### config.mk
export PLATFORM = sky130hd
export DESIGN_NAME = main_decoder_seq
export DESIGN_NICKNAME = d
export VERILOG_FILES = /design/src/rtl/arm_dec_pkg.sv /design/src/rtl/main_decode_comb.sv /design/src/rtl/main_decoder_seq.sv
export SDC_FILE = /design/constraint.sdc
export NUM_CORES = 1
export LEC_CHECK = 0
export ABC_AREA = 1
export CORE_MARGIN = 2
export CORE_UTILIZATION = 30
export DETAILED_ROUTE_END_ITERATION = 6
export GPL_ROUTABILITY_DRIVEN = 0
export SYNTH_ARGS = -nofsm -noshare
export SYNTH_HDL_FRONTEND = slang
export SYNTH_SLANG_ARGS = --single-unit
### constraint.sdc
create_clock -name clk -period 4.2 [get_ports clk]
set_clock_uncertainty 0.15 [all_clocks]
set_input_delay 1.05 -clock clk [delete_from_list [all_inputs] [get_ports clk]]
set_output_delay 1.05 -clock clk [all_outputs]
set_load 0.1 [all_outputs]
### src/rtl/arm_dec_pkg.sv
// -----------------------------------------------------------------------------
// arm_dec_pkg
// Shared constants and types for the registered ARM main decoder.
//   OP_*         : instr[27:26] major opcode classes
//   IMMSRC_*     : ImmSrc encodings (imm8 / imm12 / imm24)
//   REGSRC_*     : RegSrc encodings used by the decoder
//   SH_ROR       : shiftControl value for rotate-right (DP immediates)
//   BX_PATTERN   : instr[27:4] value identifying BX
//   seq_state_t  : sequencer state (IDLE / SEQ / WB)
//   ctrl_t       : single-op control bundle produced by main_decode_comb
// -----------------------------------------------------------------------------
package arm_dec_pkg;

    localparam logic [1:0] OP_DP   = 2'b00;
    localparam logic [1:0] OP_MEM  = 2'b01;
    localparam logic [1:0] OP_BR   = 2'b10;
    localparam logic [1:0] OP_NONE = 2'b11;

    localparam logic [1:0] IMMSRC_IMM8  = 2'b00;
    localparam logic [1:0] IMMSRC_IMM12 = 2'b01;
    localparam logic [1:0] IMMSRC_IMM24 = 2'b10;

    localparam logic [2:0] REGSRC_DP  = 3'b000;
    localparam logic [2:0] REGSRC_B   = 3'b001;
    localparam logic [2:0] REGSRC_STR = 3'b010;
    localparam logic [2:0] REGSRC_BL  = 3'b101;

    localparam logic [1:0]  SH_ROR     = 2'b11;
    localparam logic [23:0] BX_PATTERN = 24'h12FFF1;

    // IDLE: nothing left to emit beyond the bundle in the output register.
    // SEQ : more LDR/STR micro-ops remain.  WB: only the base writeback remains.
    typedef enum logic [1:0] {
        ST_IDLE = 2'b00,
        ST_SEQ  = 2'b01,
        ST_WB   = 2'b10
    } seq_state_t;

    typedef struct packed {
        logic       reg_w;
        logic       mem_to_reg;
        logic       alu_src;
        logic       write_src;
        logic       alu_op;
        logic       branch;
        logic       mem_w;
        logic [1:0] imm_src;
        logic [2:0] reg_src;
        logic [4:0] shamt;
        logic [1:0] sh_ctrl;
    } ctrl_t;

    localparam ctrl_t CTRL_NOP = '0;

    // Controls of a single LDR (is_load=1) or STR (is_load=0) micro-op.
    function automatic ctrl_t mem_uop_ctrl(input logic is_load);
        ctrl_t c;
        c         = CTRL_NOP;
        c.alu_src = 1'b1;
        c.imm_src = IMMSRC_IMM12;
        if (is_load) begin
            c.reg_w      = 1'b1;
            c.mem_to_reg = 1'b1;
            c.reg_src    = REGSRC_DP;
        end else begin
            c.mem_w   = 1'b1;
            c.reg_src = REGSRC_STR;
        end
        return c;
    endfunction

endpackage

### src/rtl/main_decode_comb.sv
// -----------------------------------------------------------------------------
// main_decode_comb
// Combinational single-op main decode: DP, BX, LDR/STR, B/BL.  Op=11 and
// block transfers (Op=10, I=0) produce an all-zero NOP bundle here; the
// sequencer in main_decoder_seq builds block-transfer micro-ops itself.
// Ports:
//   i_instr : ARM instruction word
//   o_ctrl  : decoded control bundle
// -----------------------------------------------------------------------------
module main_decode_comb
    import arm_dec_pkg::*;
(
    input  logic [31:0] i_instr,
    output ctrl_t       o_ctrl
);

    logic [1:0] w_op;
    logic [5:0] w_funct;
    logic       w_unused_bits;

    assign w_op          = i_instr[27:26];
    assign w_funct       = i_instr[25:20];
    assign w_unused_bits = ^{i_instr[31:28], i_instr[3:0]};

    always_comb begin
        o_ctrl = CTRL_NOP;
        if (i_instr[27:4] == BX_PATTERN) begin
            o_ctrl.reg_src = REGSRC_B;
        end else begin
            case (w_op)
                OP_DP: begin
                    o_ctrl.alu_op  = 1'b1;
                    o_ctrl.reg_src = REGSRC_DP;
                    // CMP (opcode 1010) only sets flags
                    o_ctrl.reg_w   = ~(w_funct[4:1] == 4'b1010);
                    if (w_funct[5]) begin
                        o_ctrl.alu_src = 1'b1;
                        o_ctrl.imm_src = IMMSRC_IMM8;
                        o_ctrl.shamt   = {i_instr[11:8], 1'b0};
                        o_ctrl.sh_ctrl = SH_ROR;
                    end else begin
                        o_ctrl.shamt   = i_instr[11:7];
                        o_ctrl.sh_ctrl = i_instr[6:5];
                    end
                end
                OP_MEM: begin
                    o_ctrl = mem_uop_ctrl(w_funct[0]);
                end
                OP_BR: begin
                    if (w_funct[5]) begin
                        o_ctrl.branch  = 1'b1;
                        o_ctrl.alu_src = 1'b1;
                        o_ctrl.imm_src = IMMSRC_IMM24;
                        if (w_funct[4]) begin
                            o_ctrl.reg_w     = 1'b1;
                            o_ctrl.write_src = 1'b1;
                            o_ctrl.reg_src   = REGSRC_BL;
                        end else begin
                            o_ctrl.reg_src = REGSRC_B;
                        end
                    end
                end
                OP_NONE: o_ctrl = CTRL_NOP;
                default: o_ctrl = CTRL_NOP;
            endcase
        end
    end

endmodule

### src/rtl/main_decoder_seq.sv
// -----------------------------------------------------------------------------
// main_decoder_seq
// Registered main decoder with LDM/STM (increment-after) sequencing.
// Ports:
//   clk, rst_n            : clock, asynchronous active-low reset
//   flush                 : drop output bundle and any sequence in progress
//   in_valid/in_ready     : instruction handshake from decode
//   instr                 : ARM instruction word
//   out_valid/out_ready   : control-bundle handshake to execute
//   RegW..MemW, ImmSrc, RegSrc, shamt, shiftControl : main-decoder controls
//   out_cond              : condition field, repeated on every micro-op
//   uop_override/rd/rn/offset/force_add/last : micro-op side-band fields
//   o_dbg_state           : current sequencer state (seq_state_t encoding)
//
// Handshake: a word moves when valid & ready are both high at a rising edge.
// The output register never changes while out_valid & ~out_ready, and
// out_valid never drops without a transfer (flush and reset excepted).
// in_ready does not depend on in_valid.
// -----------------------------------------------------------------------------
module main_decoder_seq
    import arm_dec_pkg::*;
#(
    parameter int  NREG     = 16,
    parameter int  OFF_W    = 12,
    parameter bit  BLOCK_EN = 1'b1,
    localparam int REG_W    = $clog2(NREG)
) (
    input  logic             clk,
    input  logic             rst_n,
    input  logic             flush,
    input  logic             in_valid,
    output logic             in_ready,
    input  logic [31:0]      instr,
    output logic             out_valid,
    input  logic             out_ready,
    output logic             RegW,
    output logic             MemtoReg,
    output logic             ALUSrc,
    output logic             WriteSrc,
    output logic             ALUOp,
    output logic             Branch,
    output logic             MemW,
    output logic [1:0]       ImmSrc,
    output logic [2:0]       RegSrc,
    output logic [4:0]       shamt,
    output logic [1:0]       shiftControl,
    output logic [3:0]       out_cond,
    output logic             uop_override,
    output logic [REG_W-1:0] uop_rd,
    output logic [REG_W-1:0] uop_rn,
    output logic [OFF_W-1:0] uop_offset,
    output logic             uop_force_add,
    output logic             uop_last,
    output logic [1:0]       o_dbg_state
);

    localparam int CNT_W = REG_W + 1;

    // Registered state
    seq_state_t       r_state;
    logic             r_valid;
    ctrl_t            r_ctrl;
    logic [3:0]       r_cond;
    logic             r_override;
    logic [REG_W-1:0] r_rd;
    logic [REG_W-1:0] r_rn;
    logic [OFF_W-1:0] r_offset;
    logic             r_force_add;
    logic             r_last;
    logic [NREG-1:0]  r_list;      // registers still to emit
    logic [CNT_W-1:0] r_k;         // micro-ops already emitted
    logic             r_l;
    logic [REG_W-1:0] r_base;
    logic [OFF_W-1:0] r_wb_off;
    logic             r_do_wb;

    // Next-state values
    seq_state_t       n_state;
    logic             n_valid;
    ctrl_t            n_ctrl;
    logic [3:0]       n_cond;
    logic             n_override;
    logic [REG_W-1:0] n_rd;
    logic [REG_W-1:0] n_rn;
    logic [OFF_W-1:0] n_offset;
    logic             n_force_add;
    logic             n_last;
    logic [NREG-1:0]  n_list;
    logic [CNT_W-1:0] n_k;
    logic             n_l;
    logic [REG_W-1:0] n_base;
    logic [OFF_W-1:0] n_wb_off;
    logic             n_do_wb;

    // Combinational helpers
    ctrl_t            w_dec;
    logic             w_accept;
    logic             w_out_xfer;
    logic [NREG-1:0]  w_in_list;
    logic [NREG-1:0]  w_src_list;
    logic [NREG-1:0]  w_rest;
    logic [REG_W-1:0] w_idx;
    logic [CNT_W-1:0] w_pop;
    logic             w_is_block;
    logic             w_in_l;
    logic [REG_W-1:0] w_in_rn;
    logic             w_in_do_wb;
    logic             w_unused_instr;

    main_decode_comb u_dec (
        .i_instr (instr),
        .o_ctrl  (w_dec)
    );

    assign in_ready   = (r_state == ST_IDLE) && (!r_valid || out_ready) && !flush;
    assign w_accept   = in_valid && in_ready;
    assign w_out_xfer = r_valid && out_ready;

    assign w_in_list  = instr[NREG-1:0];
    assign w_in_l     = instr[20];
    assign w_in_rn    = REG_W'(instr[19:16]);
    assign w_is_block = BLOCK_EN && (instr[27:26] == OP_BR) && !instr[25] && (w_in_list != '0);
    // A load that reloads the base keeps the loaded value: no writeback.
    assign w_in_do_wb = instr[21] && !(w_in_l && w_in_list[w_in_rn]);
    assign w_unused_instr = ^instr;

    // Lowest set bit of the list being worked on (new list when idle,
    // remaining list otherwise), the list with that bit cleared, and its
    // population count (only meaningful on acceptance).
    always_comb begin
        w_src_list = (r_state == ST_IDLE) ? w_in_list : r_list;
        w_rest     = w_src_list & (w_src_list - NREG'(1));
        w_idx      = '0;
        for (int i = NREG - 1; i >= 0; i--) begin
            if (w_src_list[i]) w_idx = REG_W'(i);
        end
        w_pop = '0;
        for (int i = 0; i < NREG; i++) begin
            w_pop = w_pop + CNT_W'(w_src_list[i]);
        end
    end

    always_comb begin
        n_state     = r_state;
        n_valid     = r_valid;
        n_ctrl      = r_ctrl;
        n_cond      = r_cond;
        n_override  = r_override;
        n_rd        = r_rd;
        n_rn        = r_rn;
        n_offset    = r_offset;
        n_force_add = r_force_add;
        n_last      = r_last;
        n_list      = r_list;
        n_k         = r_k;
        n_l         = r_l;
        n_base      = r_base;
        n_wb_off    = r_wb_off;
        n_do_wb     = r_do_wb;

        if (flush) begin
            n_state     = ST_IDLE;
            n_valid     = 1'b0;
            n_ctrl      = CTRL_NOP;
            n_cond      = '0;
            n_override  = 1'b0;
            n_rd        = '0;
            n_rn        = '0;
            n_offset    = '0;
            n_force_add = 1'b0;
            n_last      = 1'b1;
            n_list      = '0;
            n_k         = '0;
            n_l         = 1'b0;
            n_base      = '0;
            n_wb_off    = '0;
            n_do_wb     = 1'b0;
        end else if (w_accept) begin
            n_valid = 1'b1;
            n_cond  = instr[31:28];   // held for every micro-op of this instr
            if (w_is_block) begin
                n_l         = w_in_l;
                n_base      = w_in_rn;
                n_do_wb     = w_in_do_wb;
                n_wb_off    = OFF_W'({w_pop, 2'b00});
                n_ctrl      = mem_uop_ctrl(w_in_l);
                n_override  = 1'b1;
                n_rd        = w_idx;
                n_rn        = w_in_rn;
                n_offset    = '0;
                n_force_add = 1'b0;
                n_list      = w_rest;
                n_k         = CNT_W'(1);
                if (w_rest == '0) begin
                    n_state = w_in_do_wb ? ST_WB : ST_IDLE;
                    n_last  = !w_in_do_wb;
                end else begin
                    n_state = ST_SEQ;
                    n_last  = 1'b0;
                end
            end else begin
                n_state     = ST_IDLE;
                n_ctrl      = w_dec;
                n_override  = 1'b0;
                n_rd        = '0;
                n_rn        = '0;
                n_offset    = '0;
                n_force_add = 1'b0;
                n_last      = 1'b1;
                n_list      = '0;
                n_k         = '0;
            end
        end else if (w_out_xfer) begin
            case (r_state)
                ST_SEQ: begin
                    n_ctrl      = mem_uop_ctrl(r_l);
                    n_override  = 1'b1;
                    n_rd        = w_idx;
                    n_rn        = r_base;
                    n_offset    = OFF_W'({r_k, 2'b00});
                    n_force_add = 1'b0;
                    n_k         = r_k + CNT_W'(1);
                    n_list      = w_rest;
                    if (w_rest == '0) begin
                        n_state = r_do_wb ? ST_WB : ST_IDLE;
                        n_last  = !r_do_wb;
                    end else begin
                        n_last  = 1'b0;
                    end
                end
                ST_WB: begin
                    n_ctrl         = CTRL_NOP;
                    n_ctrl.reg_w   = 1'b1;
                    n_ctrl.alu_src = 1'b1;
                    n_ctrl.alu_op  = 1'b1;
                    n_override     = 1'b1;
                    n_rd           = r_base;
                    n_rn           = r_base;
                    n_offset       = r_wb_off;
                    n_force_add    = 1'b1;
                    n_last         = 1'b1;
                    n_state        = ST_IDLE;
                    n_list         = '0;
                    n_k            = '0;
                end
                default: n_valid = 1'b0;
            endcase
        end
    end

    always_ff @(posedge clk or negedge rst_n) begin
        if (!rst_n) begin
            r_state     <= ST_IDLE;
            r_valid     <= 1'b0;
            r_ctrl      <= CTRL_NOP;
            r_cond      <= '0;
            r_override  <= 1'b0;
            r_rd        <= '0;
            r_rn        <= '0;
            r_offset    <= '0;
            r_force_add <= 1'b0;
            r_last      <= 1'b1;
            r_list      <= '0;
            r_k         <= '0;
            r_l         <= 1'b0;
            r_base      <= '0;
            r_wb_off    <= '0;
            r_do_wb     <= 1'b0;
        end else begin
            r_state     <= n_state;
            r_valid     <= n_valid;
            r_ctrl      <= n_ctrl;
            r_cond      <= n_cond;
            r_override  <= n_override;
            r_rd        <= n_rd;
            r_rn        <= n_rn;
            r_offset    <= n_offset;
            r_force_add <= n_force_add;
            r_last      <= n_last;
            r_list      <= n_list;
            r_k         <= n_k;
            r_l         <= n_l;
            r_base      <= n_base;
            r_wb_off    <= n_wb_off;
            r_do_wb     <= n_do_wb;
        end
    end

    assign out_valid     = r_valid;
    assign RegW          = r_ctrl.reg_w;
    assign MemtoReg      = r_ctrl.mem_to_reg;
    assign ALUSrc        = r_ctrl.alu_src;
    assign WriteSrc      = r_ctrl.write_src;
    assign ALUOp         = r_ctrl.alu_op;
    assign Branch        = r_ctrl.branch;
    assign MemW          = r_ctrl.mem_w;
    assign ImmSrc        = r_ctrl.imm_src;
    assign RegSrc        = r_ctrl.reg_src;
    assign shamt         = r_ctrl.shamt;
    assign shiftControl  = r_ctrl.sh_ctrl;
    assign out_cond      = r_cond;
    assign uop_override  = r_override;
    assign uop_rd        = r_rd;
    assign uop_rn        = r_rn;
    assign uop_offset    = r_offset;
    assign uop_force_add = r_force_add;
    assign uop_last      = r_last;
    assign o_dbg_state   = r_state;

endmodule

==> run_summary.xml <==
<?xml version="1.0" encoding="UTF-8"?>
<metrics>
  <group name="placed_design">
    <metric name="buffer_ports.inserted" unit="">79</metric>
    <metric name="placedInstanceArea" unit="um2">5670</metric>
    <metric name="dp.final_hpwl" unit="um">10600</metric>
  </group>
  <group name="timing">
    <metric name="maxClockFrequency" unit="GHz">0.239</metric>
    <metric name="final.min_clock_period" unit="ps">4190</metric>
    <metric name="grt_setup_unrepaired" unit="">yes</metric>
    <metric name="final_max_slew_viol_count" unit="">0</metric>
    <metric name="timing_worst_slew_pin_value" unit="ps">998</metric>
    <metric name="final-hold-violation-count" unit="">0</metric>
    <metric name="layout_worst_path_cycle_share" unit="%">99.7</metric>
    <metric name="timing.max_slew.rel_slack" unit="%">33.3</metric>
    <metric name="setup-violations-final" unit="">0</metric>
  </group>
  <group name="critical_path">
    <metric name="critical_path_peak_fanout" unit="">3</metric>
    <metric name="rr_endpoint" unit="">r_wb_off[6]</metric>
    <metric name="timing.critical_path.depth" unit="">13</metric>
    <metric name="timing.critical_path.to_type" unit="">flip-flop</metric>
    <metric name="critPathMaxStageDelay" unit="ps">520</metric>
    <metric name="crit_arrival" unit="ps">4260</metric>
    <metric name="startpoint_type" unit="">input pin</metric>
    <metric name="rr_startpoint" unit="">o_dbg_state[1]</metric>
    <metric name="crit_path_end" unit="">r_wb_off[6]</metric>
    <metric name="crit_chain" unit="">dlygate4sd2_1 -&gt; inv_1 -&gt; nand2_1 -&gt; o21ai_2 -&gt; fa_1 -&gt; fa_1 -&gt; fa_1 -&gt; fa_1 -&gt; inv_2 -&gt; ha_4 -&gt; fa_2 -&gt; a21oi_2 -&gt; o31ai_1</metric>
    <metric name="setup.worst_path.start" unit="">instr[9]</metric>
    <metric name="critPathBufInv" unit="">3</metric>
    <metric name="critPathSlowestCell" unit="">fa_1</metric>
    <metric name="r2r_cells" unit="">15</metric>
    <metric name="timing.critical_path.required" unit="ps">4270</metric>
    <metric name="cpLargestDelayFamily" unit="">adder cells</metric>
    <metric name="timing.critical_path.mode_cell" unit="">fa_1</metric>
    <metric name="timing.reg2reg.setup_slack" unit="ps">30</metric>
    <metric name="critical_path_class" unit="">input pin to flip-flop</metric>
  </group>
  <group name="grt">
    <metric name="grt_pass1_wl" unit="um">23200</metric>
    <metric name="global_route.usage.met3" unit="%">4.28</metric>
    <metric name="gr-usage-all-layers" unit="%">18.5</metric>
    <metric name="grt-ovfl-total" unit="">0</metric>
    <metric name="globalRouteMet2Util" unit="%">31.2</metric>
    <metric name="number_of_antenna_violations_at_the_first_check_in_global_routing" unit="">0</metric>
    <metric name="busiest_layer" unit="">met2</metric>
    <metric name="global_route.usage.met1" unit="%">22.8</metric>
    <metric name="largest_net_degree_at_the_start_of_global_routing" unit="">36</metric>
    <metric name="grt_pass1_vias" unit="">4586</metric>
  </group>
  <group name="clock_tree">
    <metric name="cts-root-to-sink-buffers" unit="">2</metric>
    <metric name="clkLatencyLatePin" unit="ps">350</metric>
    <metric name="clock_sink_count" unit="">73</metric>
    <metric name="cts_tree" unit="">yes</metric>
    <metric name="tritoncts_buffers" unit="">9</metric>
    <metric name="cts.root.buffer_cell" unit="">clkbuf_16</metric>
    <metric name="clkTransAtPathRegs" unit="ps">60</metric>
    <metric name="cts-htree-levels" unit="">3</metric>
    <metric name="cts.hold.buffers_added" unit="">0</metric>
  </group>
  <group name="synthesis">
    <metric name="synth-edff-count" unit="">0</metric>
    <metric name="yosysTopAreaCell" unit="">dfrtp_1</metric>
    <metric name="yosysSeqAreaShare" unit="%">41.7</metric>
    <metric name="synth_largest_type_area_fraction" unit="%">41.1</metric>
    <metric name="synth-main-ff-cell" unit="">dfrtp_1</metric>
    <metric name="synth_async_sr_flop_share" unit="%">100</metric>
    <metric name="synth_top_cells_by_area" unit="">dfrtp_1, nand2_1, o21ai_0</metric>
    <metric name="mappedNetlistArea" unit="um2">4390</metric>
    <metric name="synth.lib_cells_used.distinct" unit="">49</metric>
    <metric name="synth_top_family_by_area" unit="">simple AND/OR/NAND/NOR gates</metric>
    <metric name="ys_warn_count" unit="">0</metric>
    <metric name="post_synth_inst_count" unit="">539</metric>
    <metric name="synth_compound_area_share" unit="%">17.6</metric>
    <metric name="avgSynthCellArea" unit="um2">8.14</metric>
    <metric name="yosys.area_share.xor_xnor" unit="%">0.798</metric>
    <metric name="synth_register_bits" unit="">73</metric>
    <metric name="synth-simple-area-share" unit="%">23.0</metric>
    <metric name="post_synth_fa_ha_maj_area_fraction" unit="%">7.70</metric>
    <metric name="synth.mux.area_fraction" unit="%">0</metric>
  </group>
  <group name="power_and_ir_drop">
    <metric name="cell_internal_pwr" unit="uW">1560</metric>
    <metric name="power.static_leakage" unit="uW">0.00302</metric>
    <metric name="ir_worst_vdd" unit="uV">230</metric>
    <metric name="cellPowerDensity" unit="nW/um2">393</metric>
    <metric name="power.sequential.fraction" unit="%">31.3</metric>
    <metric name="part_of_the_total_power_dissipated_in_the_clock_network" unit="%">31.7</metric>
    <metric name="power.share.combinational" unit="%">37.1</metric>
    <metric name="sw_frac_of_total" unit="%">37.6</metric>
    <metric name="total_switching_power" unit="uW">940</metric>
  </group>
  <group name="die">
    <metric name="pin_count" unit="">87</metric>
    <metric name="initial_utilization" unit="%">30.4</metric>
    <metric name="die-area" unit="um2">15600</metric>
    <metric name="floorplan.die.width" unit="um">125</metric>
    <metric name="num_rows" unit="">44</metric>
    <metric name="floorplan.core_area" unit="um2">14400</metric>
    <metric name="fp.dieH" unit="um">125</metric>
  </group>
  <group name="final_layout">
    <metric name="stdcell_area" unit="um2">6360</metric>
    <metric name="finish.net_count" unit="">753</metric>
    <metric name="n_antenna_cell" unit="">0</metric>
    <metric name="area_growth_syn_to_fin" unit="%">44.9</metric>
    <metric name="post_route_cells_drive_above_1_share" unit="%">24.6</metric>
    <metric name="fin_util" unit="%">44.1</metric>
  </group>
  <group name="detailed_routing">
    <metric name="route.final.wire_length" unit="um">14500</metric>
    <metric name="post_drt_wl_per_cell" unit="um">16.4</metric>
    <metric name="ant_nets" unit="">0</metric>
    <metric name="vias" unit="">4490</metric>
    <metric name="detail_route.first_pass.iterations" unit="">5</metric>
    <metric name="routed_via_density" unit="">5.08</metric>
    <metric name="drc_viols" unit="">0</metric>
    <metric name="iter_0_drt_violations" unit="">418</metric>
  </group>
  <group name="run">
    <metric name="max_cap_viol_count" unit="">0</metric>
  </group>
  <group name="status">
    <metric name="outcome" unit="">finished clean</metric>
  </group>
  <group name="worst_hold_path">
    <metric name="holdCritPathClass" unit="">flip-flop to flip-flop</metric>
  </group>
</metrics>
## cell usage in the layout, fill, tap and decap left out, types with 8 or more instances in the layout
| cell | Yosys | final |
|---|---|---|
| nand2_2 | 8 | 11 |
| clkdlybuf4s50_1 | 0 | 67 |
| o21ai_0 | 47 | 46 |
| inv_2 | 11 | 16 |
| inv_1 | 54 | 47 |
| fa_1 | 10 | 9 |
| nand2_1 | 139 | 132 |
| nand4_1 | 9 | 9 |
| nor2_1 | 23 | 22 |
| a22o_1 | 8 | 8 |
| nand3_1 | 23 | 22 |
| buf_4 | 8 | 73 |
| dfrtp_1 | 72 | 70 |
| buf_6 | 2 | 8 |
| o21ai_2 | 9 | 9 |
| o21ai_1 | 13 | 10 |
| clkbuf_16 | 0 | 9 |
| a21oi_1 | 22 | 21 |
| ha_1 | 11 | 9 |
## cells in the mapped netlist, types with 2 or more instances
| master | number |
|---|---|
| a22o_1 | 8 |
| clkinv_1 | 5 |
| nor2_1 | 23 |
| inv_1 | 54 |
| a22oi_1 | 5 |
| xor2_1 | 3 |
| nand3_1 | 23 |
| o211ai_1 | 3 |
| nor2_4 | 5 |
| ha_1 | 11 |
| nor3_1 | 3 |
| o21ai_0 | 47 |
| o221ai_1 | 2 |
| o21ai_1 | 13 |
| o31ai_1 | 2 |
| inv_2 | 11 |
| nand2_1 | 139 |
| nand2_2 | 8 |
| a21oi_1 | 22 |
| buf_6 | 2 |
| nor2_2 | 3 |
| clkbuf_1 | 6 |
| buf_2 | 2 |
| buf_4 | 8 |
| o21bai_1 | 2 |
| nor4_1 | 5 |
| nand4_1 | 9 |
| fa_1 | 10 |
| nand3_2 | 2 |
| o22ai_1 | 4 |
| o21ai_2 | 9 |
| a32o_1 | 2 |
| dfrtp_1 | 72 |
## kinds of logic after synthesis
family                     Yosys count
and+or+nand+nor                    224
AOI/OAI and AO/OA                  126
buffers and inverters               90
DFF                                 73
adders and majority gates           21
xor gates and xnor gates             4
other                                1
## power by group through the flow
stage	Sequential (uW)	Clock, uW	Combinational (uW)
CTS	779	807	907
global placement	790	0	822
finish	781	792	926
global route	785	833	1010
floorplan	947	0	417
detailed placement	792	0	842
## worst min-delay path, delay by kind of cell, from the launching register on
family           cells  cell delay [ps]
DFF                  1              340
and+or+nand+nor      2               90
## what timing repair did
item | in CTS | in global routing
endpoints found under the setup margin | 4 | 10
setup buffers | 32 | 9
pin swaps | 16 | 19
gates resized for setup | 38 | 16
## per-stage QoR
stage | setup WS, ps | power [uW] | TNS (ps) | instances | hold WS (ps)
floorplan | -65.5 | 1360 | -183 | 545 | 303
global placement | -631 | 1610 | -2710 | 829 | 304
detailed placement | -703 | 1630 | -3060 | 829 | 313
CTS | -86.0 | 2490 | -129 | 877 | 328
global route | -118 | 2630 | -385 | 884 | 347
finish | 10.8 | 2500 | 0 | 884 | 323
## metal layers
layer  routed length [um]  vias up
li1                     -     2092
met1                 6230     2189
met2                 7100      165
met3                  725       44
met4                  454        0
met5                    0        -
## registers in the layout (all words and copies together), names as in the netlist, 3 cells and up
name	cells
shamt	5
uop_rn	4
r_wb_off	5
r_k	5
uop_rd	4
RegSrc	3
r_base	4
uop_offset	5
out_cond	4
r_list	15
## layout make-up
cell class	instances	area, um2
Fill cell	1398	8060
Multi-Input combinational cell	382	2310
Sequential cell	73	1840
Timing Repair Buffer	159	1410
Inverter	70	268
Tap cell	184	230
Clock buffer	9	225
Clock inverter	7	78.8
## worst min path at each step
stage | from | endpoint | slack [ps] | cells after the start
final | RegSrc[2] | RegSrc[2] | 320 | 2
after global routing | RegSrc[2] | RegSrc[2] | 350 | 2
after CTS | RegSrc[2] | RegSrc[2] | 330 | 2
after detailed placement | RegSrc[2] | RegSrc[2] | 310 | 2
after global placement | ImmSrc[1] | ImmSrc[1] | 300 | 2
after floorplan | r_list[15] | r_list[15] | 300 | 2
Note: power is estimated with default switching activity, not from simulation.
